===== config.mk =====
export PLATFORM = sky130hd
export DESIGN_NAME = somador_serial_param_flat
export DESIGN_NICKNAME = d
export VERILOG_FILES = /design/src/rtl/somador_serial_param_if.sv /design/src/rtl/somador_serial_param.sv /design/src/flat_wrapper.sv
export SDC_FILE = /design/constraint.sdc
export NUM_CORES = 1
export LEC_CHECK = 0
export ABC_AREA = 0
export BUFFER_PORTS_ARGS = -buffer_cell sky130_fd_sc_hd__clkbuf_2
export CAP_MARGIN = 40
export CORE_UTILIZATION = 52
export CTS_BUF_LIST = sky130_fd_sc_hd__clkbuf_4 sky130_fd_sc_hd__clkbuf_8
export CTS_CLUSTER_SIZE = 14
export DETAILED_ROUTE_END_ITERATION = 6
export PLACE_DENSITY = 0.76
export SLEW_MARGIN = 30
export SYNTH_ARGS = -nofsm -noshare
export SYNTH_HDL_FRONTEND = slang
export SYNTH_SLANG_ARGS = --single-unit

===== constraint.sdc =====
create_clock -name clk -period 3.7 [get_ports clk]
set_input_delay 0.555 -clock clk [delete_from_list [all_inputs] [get_ports clk]]
set_output_delay 0.555 -clock clk [all_outputs]
set_load 0.01 [all_outputs]

===== src/rtl/somador_serial_param_if.sv =====
// Handshake and operand/result bundle for somador_serial_param.
// The requester uses the master modport and the adder uses the slave modport.
interface somador_serial_param_if #(
    parameter int WIDTH = 8
);
    logic             start;
    logic             sub;
    logic             cin;
    logic [WIDTH-1:0] a;
    logic [WIDTH-1:0] b;
    logic             busy;
    logic             done;
    logic [WIDTH-1:0] s;
    logic             cout;
    logic             ovf;

    modport master (
        output start, sub, a, b, cin,
        input  busy, done, s, cout, ovf
    );

    modport slave (
        input  start, sub, a, b, cin,
        output busy, done, s, cout, ovf
    );
endinterface


===== src/rtl/somador_serial_param.sv =====
// Digit-serial adder/subtractor: WIDTH-bit operands, DIGIT bits per clock, start/busy/done handshake.
// Optional macro SOMADOR_SAT_EN clamps the result to the signed limits on overflow.
module somador_serial_param #(
    parameter int WIDTH = 8,
    parameter int DIGIT = 4
) (
    input  logic                   clk,
    input  logic                   rst,
    somador_serial_param_if.slave  bus
);
    localparam int NUM   = WIDTH / DIGIT;
    localparam int CNT_W = (NUM > 1) ? $clog2(NUM) : 1;
    localparam logic [CNT_W-1:0] LAST = CNT_W'(NUM - 1);

    if (DIGIT < 1 || DIGIT > WIDTH || (WIDTH % DIGIT) != 0) begin : g_bad_param
        $error("somador_serial_param: WIDTH must be a positive multiple of DIGIT");
    end

    typedef enum logic [1:0] {
        IDLE = 2'd0,
        RUN  = 2'd1,
        DONE = 2'd2
    } state_t;

    state_t           state;
    logic [CNT_W-1:0] cnt;
    logic [WIDTH-1:0] areg;
    logic [WIDTH-1:0] breg;
    logic [WIDTH-1:0] sreg;
    logic             carry;

    logic             busy_r;
    logic             done_r;
    logic [WIDTH-1:0] s_r;
    logic             cout_r;
    logic             ovf_r;

    logic [DIGIT-1:0]       dsum;
    logic [DIGIT:0]         c;
    logic [WIDTH+DIGIT-1:0] cat;
    logic [WIDTH-1:0]       sum_next;
    logic                   ovf_next;
    logic [WIDTH-1:0]       result;

`ifdef SOMADOR_SAT_EN
    function automatic logic [WIDTH-1:0] saturate(input logic [WIDTH-1:0] raw,
                                                  input logic             ov,
                                                  input logic             sign);
        logic signed [WIDTH-1:0] smax;
        logic signed [WIDTH-1:0] smin;
        smax = {1'b0, {(WIDTH-1){1'b1}}};
        smin = {1'b1, {(WIDTH-1){1'b0}}};
        if (!ov) return raw;
        return sign ? smin : smax;
    endfunction
`endif

    // One DIGIT-wide ripple-carry slice; c[DIGIT-1] is the carry into the digit's top bit.
    always_comb begin
        c    = '0;
        dsum = '0;
        c[0] = carry;
        for (int i = 0; i < DIGIT; i++) begin
            dsum[i]  = areg[i] ^ breg[i] ^ c[i];
            c[i+1]   = (areg[i] & breg[i]) | (c[i] & (areg[i] ^ breg[i]));
        end
    end

    always_comb begin
        cat      = {dsum, sreg};
        sum_next = cat[WIDTH+DIGIT-1:DIGIT];
        ovf_next = c[DIGIT-1] ^ c[DIGIT];
`ifdef SOMADOR_SAT_EN
        // On the last digit areg[DIGIT-1] is the operand sign, shared by both operands when ovf is set.
        result   = saturate(sum_next, ovf_next, areg[DIGIT-1]);
`else
        result   = sum_next;
`endif
    end

    always_ff @(posedge clk) begin
        if (rst) begin
            state  <= IDLE;
            cnt    <= '0;
            areg   <= '0;
            breg   <= '0;
            sreg   <= '0;
            carry  <= 1'b0;
            busy_r <= 1'b0;
            done_r <= 1'b0;
            s_r    <= '0;
            cout_r <= 1'b0;
            ovf_r  <= 1'b0;
        end else begin
            case (state)
                IDLE: begin
                    done_r <= 1'b0;
                    if (bus.start) begin
                        // Subtraction becomes a + ~b + ~cin.
                        areg   <= bus.a;
                        breg   <= bus.b ^ {WIDTH{bus.sub}};
                        carry  <= bus.cin ^ bus.sub;
                        sreg   <= '0;
                        cnt    <= '0;
                        busy_r <= 1'b1;
                        state  <= RUN;
                    end
                end
                RUN: begin
                    areg  <= areg >> DIGIT;
                    breg  <= breg >> DIGIT;
                    sreg  <= sum_next;
                    carry <= c[DIGIT];
                    cnt   <= cnt + CNT_W'(1);
                    if (cnt == LAST) begin
                        s_r    <= result;
                        cout_r <= c[DIGIT];
                        ovf_r  <= ovf_next;
                        busy_r <= 1'b0;
                        done_r <= 1'b1;
                        state  <= DONE;
                    end
                end
                DONE: begin
                    done_r <= 1'b0;
                    state  <= IDLE;
                end
                default: begin
                    busy_r <= 1'b0;
                    done_r <= 1'b0;
                    state  <= IDLE;
                end
            endcase
        end
    end

    assign bus.busy = busy_r;
    assign bus.done = done_r;
    assign bus.s    = s_r;
    assign bus.cout = cout_r;
    assign bus.ovf  = ovf_r;
endmodule


===== src/flat_wrapper.sv =====
// flat-port wrapper written by rule: the top's interface ports become plain ports
module somador_serial_param_flat 
#(
    parameter int WIDTH = 8,
    parameter int DIGIT = 4
)
  (clk, rst, bus_start, bus_sub, bus_a, bus_b, bus_cin, bus_busy, bus_done, bus_s, bus_cout, bus_ovf);
  somador_serial_param_if #(.WIDTH(WIDTH)) bus_i ();
  input  logic clk;
  input  logic rst;
  input wire logic [$bits(bus_i.start)-1:0] bus_start;
  input wire logic [$bits(bus_i.sub)-1:0] bus_sub;
  input wire logic [$bits(bus_i.a)-1:0] bus_a;
  input wire logic [$bits(bus_i.b)-1:0] bus_b;
  input wire logic [$bits(bus_i.cin)-1:0] bus_cin;
  output wire logic [$bits(bus_i.busy)-1:0] bus_busy;
  output wire logic [$bits(bus_i.done)-1:0] bus_done;
  output wire logic [$bits(bus_i.s)-1:0] bus_s;
  output wire logic [$bits(bus_i.cout)-1:0] bus_cout;
  output wire logic [$bits(bus_i.ovf)-1:0] bus_ovf;
  assign bus_i.start = bus_start;
  assign bus_i.sub = bus_sub;
  assign bus_i.a = bus_a;
  assign bus_i.b = bus_b;
  assign bus_i.cin = bus_cin;
  assign bus_busy = bus_i.busy;
  assign bus_done = bus_i.done;
  assign bus_s = bus_i.s;
  assign bus_cout = bus_i.cout;
  assign bus_ovf = bus_i.ovf;
  somador_serial_param #(.WIDTH(WIDTH), .DIGIT(DIGIT)) u_core (.clk(clk), .rst(rst), .bus(bus_i));
endmodule

# ---- After elaboration in Yosys (flattened, before gate mapping)
# Index checks and enable logic that the tools add are counted.
dict set report totals {
  rom_bits 0
  out_inout_bits 12
  register_bits 40
  memories 0
  latch_bits 0
  elab_cells 64
  ram_bits 0
}
dict set report op_classes {
  eq_ne 4
  n_shift 0
  mux 16
  n_reduce_logical 7
  addsub 1
  order_cmp 0
  div_mod_pow 0
  mul 0
  bitwise 25
}
# op n
set op_table {}
lappend op_table {{8-bit case mux with 2 select lines} 3}
lappend op_table {{8-bit 2-to-1 mux} 3}
lappend op_table {{1-bit bitwise XOR} 10}
lappend op_table {{1-bit bitwise AND} 8}
lappend op_table {{8-bit bitwise XOR} 1}
lappend op_table {{2-bit AND reduction} 3}
lappend op_table {{1-bit 2-to-1 mux} 4}
lappend op_table {{2-bit 2-to-1 mux} 2}
lappend op_table {{1-bit bitwise OR} 4}
lappend op_table {{1-bit case mux with 2 select lines} 2}
lappend op_table {{2-bit case mux with 2 select lines} 1}
lappend op_table {{1-bit case mux with 3 select lines} 1}
lappend op_table {{3-bit AND reduction} 1}
lappend op_table {{2-bit by 1-bit == test with 1-bit output (second input constant)} 1}
lappend op_table {{2-bit == test (second input constant)} 1}
lappend op_table {{2-bit logical NOT} 1}
lappend op_table {{2-bit by 1-bit inequality test with 1-bit output (second input constant)} 1}
lappend op_table {{2-bit inequality test (second input constant)} 1}
lappend op_table {{1-bit inverter} 2}
lappend op_table {{2-bit nonzero test} 1}
lappend op_table {{2-bit OR reduction} 1}
lappend op_table {{1-bit adder (second input constant)} 1}

# ---- Depth between registers and ports, before layout
# Gate-level depths: netlist (run 1).
dict set report depth {
  word_depth 10
  depth_mapped 10
  ltp_nobuf 10
}

# ---- Worst setup path before layout (run 1)
# Ideal clock, no wire load.
dict set report synth_timing {
  path_type {register to register}
  startpoint {register u_core.carry}
  endpoint {register u_core.sreg[7]}
  synth_period_minus_slack_ns 2.134
  stages_incl_launch_ff 10
  arrival_time_ns 2.069
  setup_time_ns 0.065
  required_time_ns 3.635
  path_slack_ns 1.566
  path_cell_list {dfxtp_1 fa_1 inv_1 fa_1 inv_1 fa_1 inv_1 fa_1 a2bb2oi_1 nor2_1}
}
dict set report synth_between {
  elab_chain_len 8
}
# item line
set synth_lines {}
lappend synth_lines {{from (decl)} somador_serial_param.sv:30} ;# logic carry;
lappend synth_lines {{from (signal assigned)} somador_serial_param.sv:102} ;# carry <= bus.cin ^ bus.sub;
lappend synth_lines {{from (signal assigned)} somador_serial_param.sv:113} ;# carry <= c[DIGIT];
lappend synth_lines {{1-bit bitwise AND} somador_serial_param.sv:65} ;# c[i+1] = (areg[i] & breg[i]) | (c[i] & (areg[i] ^ breg[i]));
lappend synth_lines {{1-bit bitwise OR} somador_serial_param.sv:65}
lappend synth_lines {{1-bit bitwise AND} somador_serial_param.sv:65}
lappend synth_lines {{1-bit bitwise OR} somador_serial_param.sv:65}
lappend synth_lines {{1-bit bitwise AND} somador_serial_param.sv:65}
lappend synth_lines {{1-bit bitwise OR} somador_serial_param.sv:65}
lappend synth_lines {{1-bit bitwise XOR} somador_serial_param.sv:64} ;# dsum[i] = areg[i] ^ breg[i] ^ c[i];
lappend synth_lines {{8-bit case mux with 2 select lines} somador_serial_param.sv:95} ;# case (state)
lappend synth_lines {{to (signal assigned)} somador_serial_param.sv:112} ;# sreg <= sum_next;
lappend synth_lines {{to (decl)} somador_serial_param.sv:29} ;# logic [WIDTH-1:0] sreg;
# Every way passes these cells.
# A chain may end at the register's enable or synchronous reset.

# ---- Worst setup path after layout (run 1)
# Ends and elaborated chain as after synthesis.

==> results by stage, run 1 <==
Run status:
- The flow ran to the end, and the final reports show no timing, DRC or antenna violations.

Die:
- The total number of placement rows is 20.
- The floorplan die width is 58.4 um.
- The die height is 58.4 um.
- The core region area is 3030 um^2.
- For this design the top-level I/O count stands at 33.
- For this configuration, the core starts out at a cell density of 0.547.
- The die area is 3410 um^2.

Clock network:
- The H-tree was split into 2 levels.
- The quantity of gates resized following cts is 0.
- Counting every sink on the clock net gives 36.
- The clock latency on the worst-skew pair is 340 ps.
- The total clock buffers created by CTS is 5.
- The deepest clock path buffer count is 2.
- After clock tree synthesis, the setup repair step added 0 buffers.
- The number of buffers inserted for hold repair after clock tree synthesis is 0.
- TritonCTS built the clock tree.
- The clock root buffer master is clkbuf_4.
- Clock-pin slew was measured on the worst setup and hold paths at 100 ps.

Placed design:
- Detailed placement finished with a half-perimeter wire length of 2120 um.
- The weighted congestion at the end of routability-driven global placement is 0.767.
- During placement, the flow inserted port buffers numbering 32.

Final layout:
- After filler insertion, the fill cell instance count of the layout stands at ~260.
- The share of final-layout standard cells stronger than drive strength 1 is 0.344.
- Relative to the synthesized area, the layout overhead comes to 13.7%.
- At the end of the flow the core is filled with cells to 0.621.
- The net count of the finished layout is 217.
- The antenna cell count is 0.

Global route:
- The number of antenna violations at the first check in global routing came to 0.
- The first global-routing pass estimated 5220 um of wire.
- The via count of the first global-routing pass was 1232.
- The maximum number of pins on one net before global-route repair is 37.
- For this run, the total global-route usage over all layers was measured as 0.207.
- The total overflow left after global routing is 0.

Drt:
- In the final routed layout, each cell accounts on average for 12.9 um.
- The detailed-route via count is 1233.
- The residual antenna-violating net count after detailed routing is 0.
- Dividing the detail-routed via count by the number of cells gives 5.22.
- The overall routed net length is 3050 um.
- Before antenna repair, the detailed router went through 4 iterations.
- The first routing iteration left 27 violations.
- The number of remaining DRC errors is 0.

STA:
- The final-report setup violation count is 0.
- The total count of hold-check failures in the final report is 0.
- The fmax is 431 MHz.
- The worst setup skew after layout is roughly 11 ps.
- The count of final max-slew check failures is 0.
- The pin slew with the least headroom to its limit is 729 ps.
- The relative slew slack is 0.514.
- The final worst-path cycle share is 0.627.
- The smallest clock period supported by the final layout is computed as 2320 ps.
- Setup repair after global routing left no endpoint under its margin.
- The summed negative setup slack over all endpoints is 0 ps.

Synth:
- The synthesized area is ~1700 um^2.
- The dominant cell type by area after synthesis is dfxtp_1.
- Synthesis produced a netlist whose cell count is 162.
- The synthesized netlist net count is 187.
- Yosys attributes the largest share of cell area to dfxtp_1 (44%), nor2_1 (7.0%), fa_1 (4.8%).
- Of the post-synthesis cell area, the dominant cell type holds 0.435.
- The sequential-to-total area share from yosys stat is 0.435.
- In this run, synthesis produced a sequential element count of 36.
- The mean instance size in the synthesized netlist is 10.2 um^2.
- During synthesis, Yosys emitted a total of 0 warnings.
- The synthesized netlist contains 34 unique library cells.

Power and ir drop:
- Summed over all cells, the static leakage comes to 0.747 nW.
- The worst-case IR drop observed on VDD is about 210 uV.
- For this design the ratio of total power to cell area is between 400 and 500 nW/um^2.

Worst hold path:
- Counting instances, the worst hold path has a depth of 2.
- The path class of the tightest hold or removal check is flop to flop.
- The worst hold path endpoint is u_core.bus.s[2].
- The origin of the worst min-delay path is u_core.sreg[6].

Setup path:
- In this run the worst path has a maximum fanout of 2.
- The worst setup path is launched from a flop.
- The critical path in this run is classified as flop to flop.
- The type of destination of the critical path is a flop.
- Measured in cells, the most critical reg-to-reg path has a length of 9.
- The launch instance of the worst register-to-register path is u_core.carry.
- The signal arrival time at the worst endpoint is 2600 ps.
- The worst reg2reg path endpoint is u_core.sreg[7].
- The flop-to-flop setup slack is around 1400 ps.
- For the worst setup path, the data required time is 3990 ps.

Job:
- Across the run, the number of max-cap violations was 0.
## critical path: stages (launching register included)
cell	delay [ps]
dfxtp_1	340
fa_1	430
inv_1	90
fa_1	170
inv_1	50
fa_1	390
inv_1	90
fa_1	450
a2bb2oi_1	160
nor2_1	100
## worst max path at each step
stage | startpoint | to | slack [ps] | depth (start not counted)
2_1_floorplan | u_core.carry | u_core.sreg[7] | 1570 | 9
3_3_place_gp | u_core.carry | u_core.sreg[7] | 1500 | 9
3_5_place_dp | u_core.carry | u_core.sreg[7] | 1400 | 9
4_1_cts | u_core.carry | u_core.sreg[7] | 1370 | 9
5_1_grt | u_core.carry | u_core.sreg[7] | 1240 | 9
6_report | u_core.carry | u_core.sreg[7] | 1380 | 9
## metrics by stage
stage / cells / cell area, um^2 / setup WS [ps] / hold WS [ps] / total power, W
2_1_floorplan: 162 / 1660 / 1570 / 435 / 0.000554
3_3_place_gp: 228 / 1790 / 1500 / 446 / 0.000578
3_5_place_dp: 228 / 1790 / 1400 / 450 / 0.000585
4_1_cts: 235 / 1850 / 1370 / 464 / 0.000808
5_1_grt: 236 / 1880 / 1240 / 477 / 0.000845
6_report: 236 / 1880 / 1380 / 463 / 0.000809
## cells by family (layout without fill, tap and decap cells)
family / after synthesis / count (layout) / synth area share
AOI/OAI and AO/OA: 36 / 36 / 0.207
xor gates and xnor gates: 10 / 10 / 0.0529
adders and majority gates: 4 / 4 / 0.0484
buffers and inverters: 18 / 48 / 0.0673
DFF: 36 / 36 / 0.435
muxes: 6 / 6 / 0.0363
and+or+nand+nor: 52 / 52 / 0.153
## state kept, by name, summed over array words and instances, names as in the netlist
signal and cells:
u_core.bus.done 1, u_core.state 2, u_core.bus.cout 1, u_core.sreg 4, u_core.carry 1, u_core.areg 8, u_core.bus.ovf 1, u_core.breg 8
u_core.bus.s 8, u_core.cnt 1, u_core.bus.busy 1
## per-layer routing
metal  global-route usage  up-vias  wire length (um)
met5                    0        -                 0
met4                0.122        0                68
met3               0.0659        9               149
met2                0.360       34              1510
met1                0.219      579              1330
li1                     -      611                 -
## cell type report
| class | instances | area (um^2) | area share |
|---|---|---|---|
| Clock buffer | 7 | 65.1 | 0.0346 |
| Timing Repair Buffer | 33 | 188 | 0.0997 |
| Multi-Input combinational cell | 108 | 823 | 0.438 |
| Sequential cell | 36 | 721 | 0.383 |
| Tap cell | 44 | 55.1 | 0.0293 |
| Inverter | 8 | 30.0 | 0.0160 |
## Yosys cell counts (all sizes together)
cell / count
dfxtp: 36
nor2: 31
nand2: 14
a22oi: 10
buf: 9
a21oi: 8
inv: 8
a211oi: 7
mux2i: 6
xnor2: 6
a2111oi: 4
fa: 4
xor2: 4
a2bb2oi: 2
nor3: 2
a221oi: 1
and3b: 1
clkbuf: 1
nand3b: 1
nor2b: 1
nor3b: 1
o21a: 1
o21ai: 1
o21ba: 1
o21bai: 1
or2b: 1
## power breakdown
part           total [W]  switching, W  internal [W]
sequential      0.000433     0.0000206      0.000412
clock           0.000228      0.000120      0.000108
combinational   0.000148     0.0000796     0.0000686
total           0.000809      0.000221      0.000588
## layout by cell type, fill, tap and decap left out, types with 2 or more instances in the layout
cell and count:
dfxtp_1 36, clkbuf_2 32, nor2_1 31, a22oi_1 10
inv_1 8, nand2_2 7, nand2_1 7, a21oi_2 7
xnor2_1 6, mux2i_1 6, clkbuf_4 5, xor2_1 4
a211oi_1 4, fa_1 4, a211oi_2 3, a2111oi_2 2
nor3_1 2, a2bb2oi_1 2, clkbuf_8 2
Power figures use the tool's default switching activity.
==> run 2: changes to the inputs <==
ABC_AREA = 1   (was 0)
PLACE_DENSITY = 0.75   (was 0.76)
clock period = 2.3 ns   (was 3.7 ns; I/O delays follow)
==> results by stage, run 2 <==
Run status:
- The run finished with clean final reports.

Global route:
- The maximum number of pins on one net before global-route repair is 17.
- In the global route stage, overall resource usage came out at 0.224.
- The residual overflow from global routing is 0.
- The number of antenna violations at the first check in global routing came to 0.
- The first global-routing pass estimated 5980 um of wire.
- The via count of the first global-routing pass was 1435.

Clock network:
- The number of sinks on the clock net is 36.
- The clock passes through at most 2 buffers.
- The root buffer cell chosen for the clock tree is clkbuf_4.
- The total clock buffers created by CTS is 5.
- At the later pin of the worst-skew pair, clock insertion delay measures 350 ps.
- The number of levels the H-tree was split into is 2.
- Once the clock tree was built, the resizer swapped 0 gates to a different size.
- After clock tree synthesis, the clock-pin slew on the worst setup and hold paths is 110 ps.
- Buffers inserted to repair hold after CTS numbered 0.
- The CTS tree is yes.
- The number of setup buffers added after CTS is 0.

Final layout:
- In the layout the commonest cells are nand2_1 (75), nor2_1 (39), dfxtp_1 (35).
- The antenna cell count is 0.
- The most common cell after layout, fill and taps aside is nand2_1.
- The share of final-layout standard cells stronger than drive strength 1 is 0.248.
- The relative area change from synthesis to final layout is 14.2%.
- The post-layout net count is 310.

Placed design:
- Port buffering added 32 buffers.
- The weighted congestion at the end of routability-driven global placement is 0.781.
- At the placement stage, the worst setup path has a slack of 88.5 ps.
- The HPWL after detailed placement is 2600 um.

Setup path:
- STA classifies the critical path endpoint as a flop.
- At the worst endpoint, the arrival time is 2490 ps.
- STA classifies the critical path startpoint as a flop.
- The critical path data required time is 2600 ps.
- The critical-path maximum fanout is 2.
- Across all register-to-register paths, the minimum setup slack is 100 ps.
- The classification of the worst setup path is flop to flop.

Synth:
- For this run, asynchronously set or reset flops after synthesis account for 0.
- In the post-synthesis netlist, the cell with the most instances is nand2_1.
- The count of warnings emitted by yosys is 0.
- The number of cells produced by synthesis is around 250.
- Among all flip-flop cells after synthesis, the most frequent one is dfxtp_1.
- Each instance of the synthesized netlist takes up on average 7.19 um^2.
- The synthesized design spends more area on one cell type than any other, namely dfxtp_1.
- The area share of the leading cell type in the synthesized netlist is 0.403.
- Counting distinct cell types in the post-synthesis netlist gives 21.
- The number of synthesized register bits is 36.
- After synthesis, the cell types taking the most area are dfxtp_1 (40%), nand2_1 (16%), nor2_1 (8.2%).
- Counting instances in the post-synthesis netlist gives the leading cell types as nand2_1 (75), nor2_1 (39), dfxtp_1 (36), inv_1 (29), nand3_1 (17).
- The sequential-to-total area share from yosys stat is 0.403.
- The synthesized area is around 1800 um^2.
- The synthesized netlist net count is 274.
- The number of enable flip-flop cells after synthesis is 0.

Worst hold path:
- The path class of the tightest hold or removal check is input port to flop.

Drt:
- Summed over all layers, the routed wires come to 3370 um.
- The detailed-route via count is about 1600.
- The via density per instance is 4.73.
- The detailed-routing iteration count for the pre-antenna-repair pass is 4.
- The first routing iteration left 83 violations.
- The average detailed-routed wire length per instance is 10.2 um.
- The residual antenna-violating net count after detailed routing is 0.
- The number of remaining DRC errors is 0.

STA:
- The total count of hold-check failures in the final report is 0.
- For the pin with the worst max-slew slack, the measured transition is 544 ps.
- The worst setup skew after layout is just over 8 ps.
- The relative slew slack is 0.637.
- In the post-route analysis, the smallest setup slack over all paths is 105 ps.
- The count of final max-slew check failures was 0.
- The fmax is 456 MHz.
- The tightest hold margin is 253 ps.
- The final-report setup violation count is 0.
- The final critical path time including I/O delays and setup is approximately 2200 ps.
- For the final routed database, the setup TNS stands at 0 ps.
- Setup repair after global routing left no endpoint under its margin.
- In the finished design, the share of the clock period the worst path needs comes to 0.954.

Die:
- During I/O placement, the number of pins put on the boundary was 33.
- The core region area is 3150 um^2.
- The floorplan has 20 rows.
- The initial utilization of the core area, before any placement, comes to 0.567.
- The floorplan step defined a die boundary enclosing 3680 um^2.
- The die height is 60.7 um.
- The floorplan die width is ~61 um.

Power and ir drop:
- The peak ir drop on the vdd network is slightly above 300 uV.
- The leakage power of the design is between 1 and 1.5 nW.
- The power density of the placed cells is 635 nW/um^2.

Job:
- The number of maximum-capacitance constraint violations is 0.
==> run 2: cell types whose count changed in the layout (fill, tap and decap cells not counted), moves of 8 or more <==
cell / delta
nand2_1: +68
inv_1: +20
nand3_1: +17
nor2_1: +8
o21ai_0: +8
a22oi_1: -10
==> run 2: report_power, final <==
part	switching, W	internal (W)
combinational	0.000149	0.0000948
clock	0.000211	0.000145
sequential	0.0000316	0.000665
==> run 2: path summary, 6_finish.rpt <==
path | endpoint | cells past startpoint | startpoint
worst max-delay path | u_core.bus.s[7] | 10 | u_core.carry
worst min-delay path | u_core.areg[5] | 3 | bus_a[5]
worst max register to register | u_core.bus.s[7] | 10 | u_core.carry
worst min register to register | u_core.bus.busy | 2 | u_core.bus.busy
==> run 2: metrics by stage <==
step           utilization  total power [W]  instances  instance area (um^2)
3_5_place_dp         0.628         0.000956        322                  1980
5_1_grt              0.648          0.00139        330                  2040
3_3_place_gp         0.628         0.000950        322                  1980
4_1_cts              0.648          0.00131        330                  2040
6_report             0.648          0.00130        330                  2040
2_1_floorplan            -         0.000890        249                  1790
==> run 2: per-layer routing <==
metal | global-route usage | routed length (um) | vias up
met1 | 0.258 | 1560 | 688
met4 | 0.0877 | 54 | 0
met3 | 0.0704 | 119 | 4
li1 | - | - | 834
met5 | 0 | 0 | -
met2 | 0.389 | 1640 | 35
==> run 2: area by class of cell <==
class / instances / area (um^2)
Clock buffer: 6 / 51.3
Clock inverter: 2 / 10.0
Fill cell: 314 / 1110
Inverter: 31 / 119
Multi-Input combinational cell: 175 / 896
Sequential cell: 36 / 722
Tap cell: 44 / 55.1
Timing Repair Buffer: 36 / 190
==> run 2: critical path, stage by stage (launching register included) <==
cell and delay, ps:
dfxtp_2 340, fa_1 420, inv_1 80, fa_1 150, inv_1 50, fa_1 390
inv_2 80, fa_1 420, nand2_1 90, nand2_1 50, nor2_1 70
==> run 2: cell families after synthesis <==
family / count (synthesis) / synth area share
flops: 36 / 0.403
buf+inv: 38 / 0.0965
simple gates: 144 / 0.348
fa+ha+maj: 4 / 0.0448
compound gates: 27 / 0.108
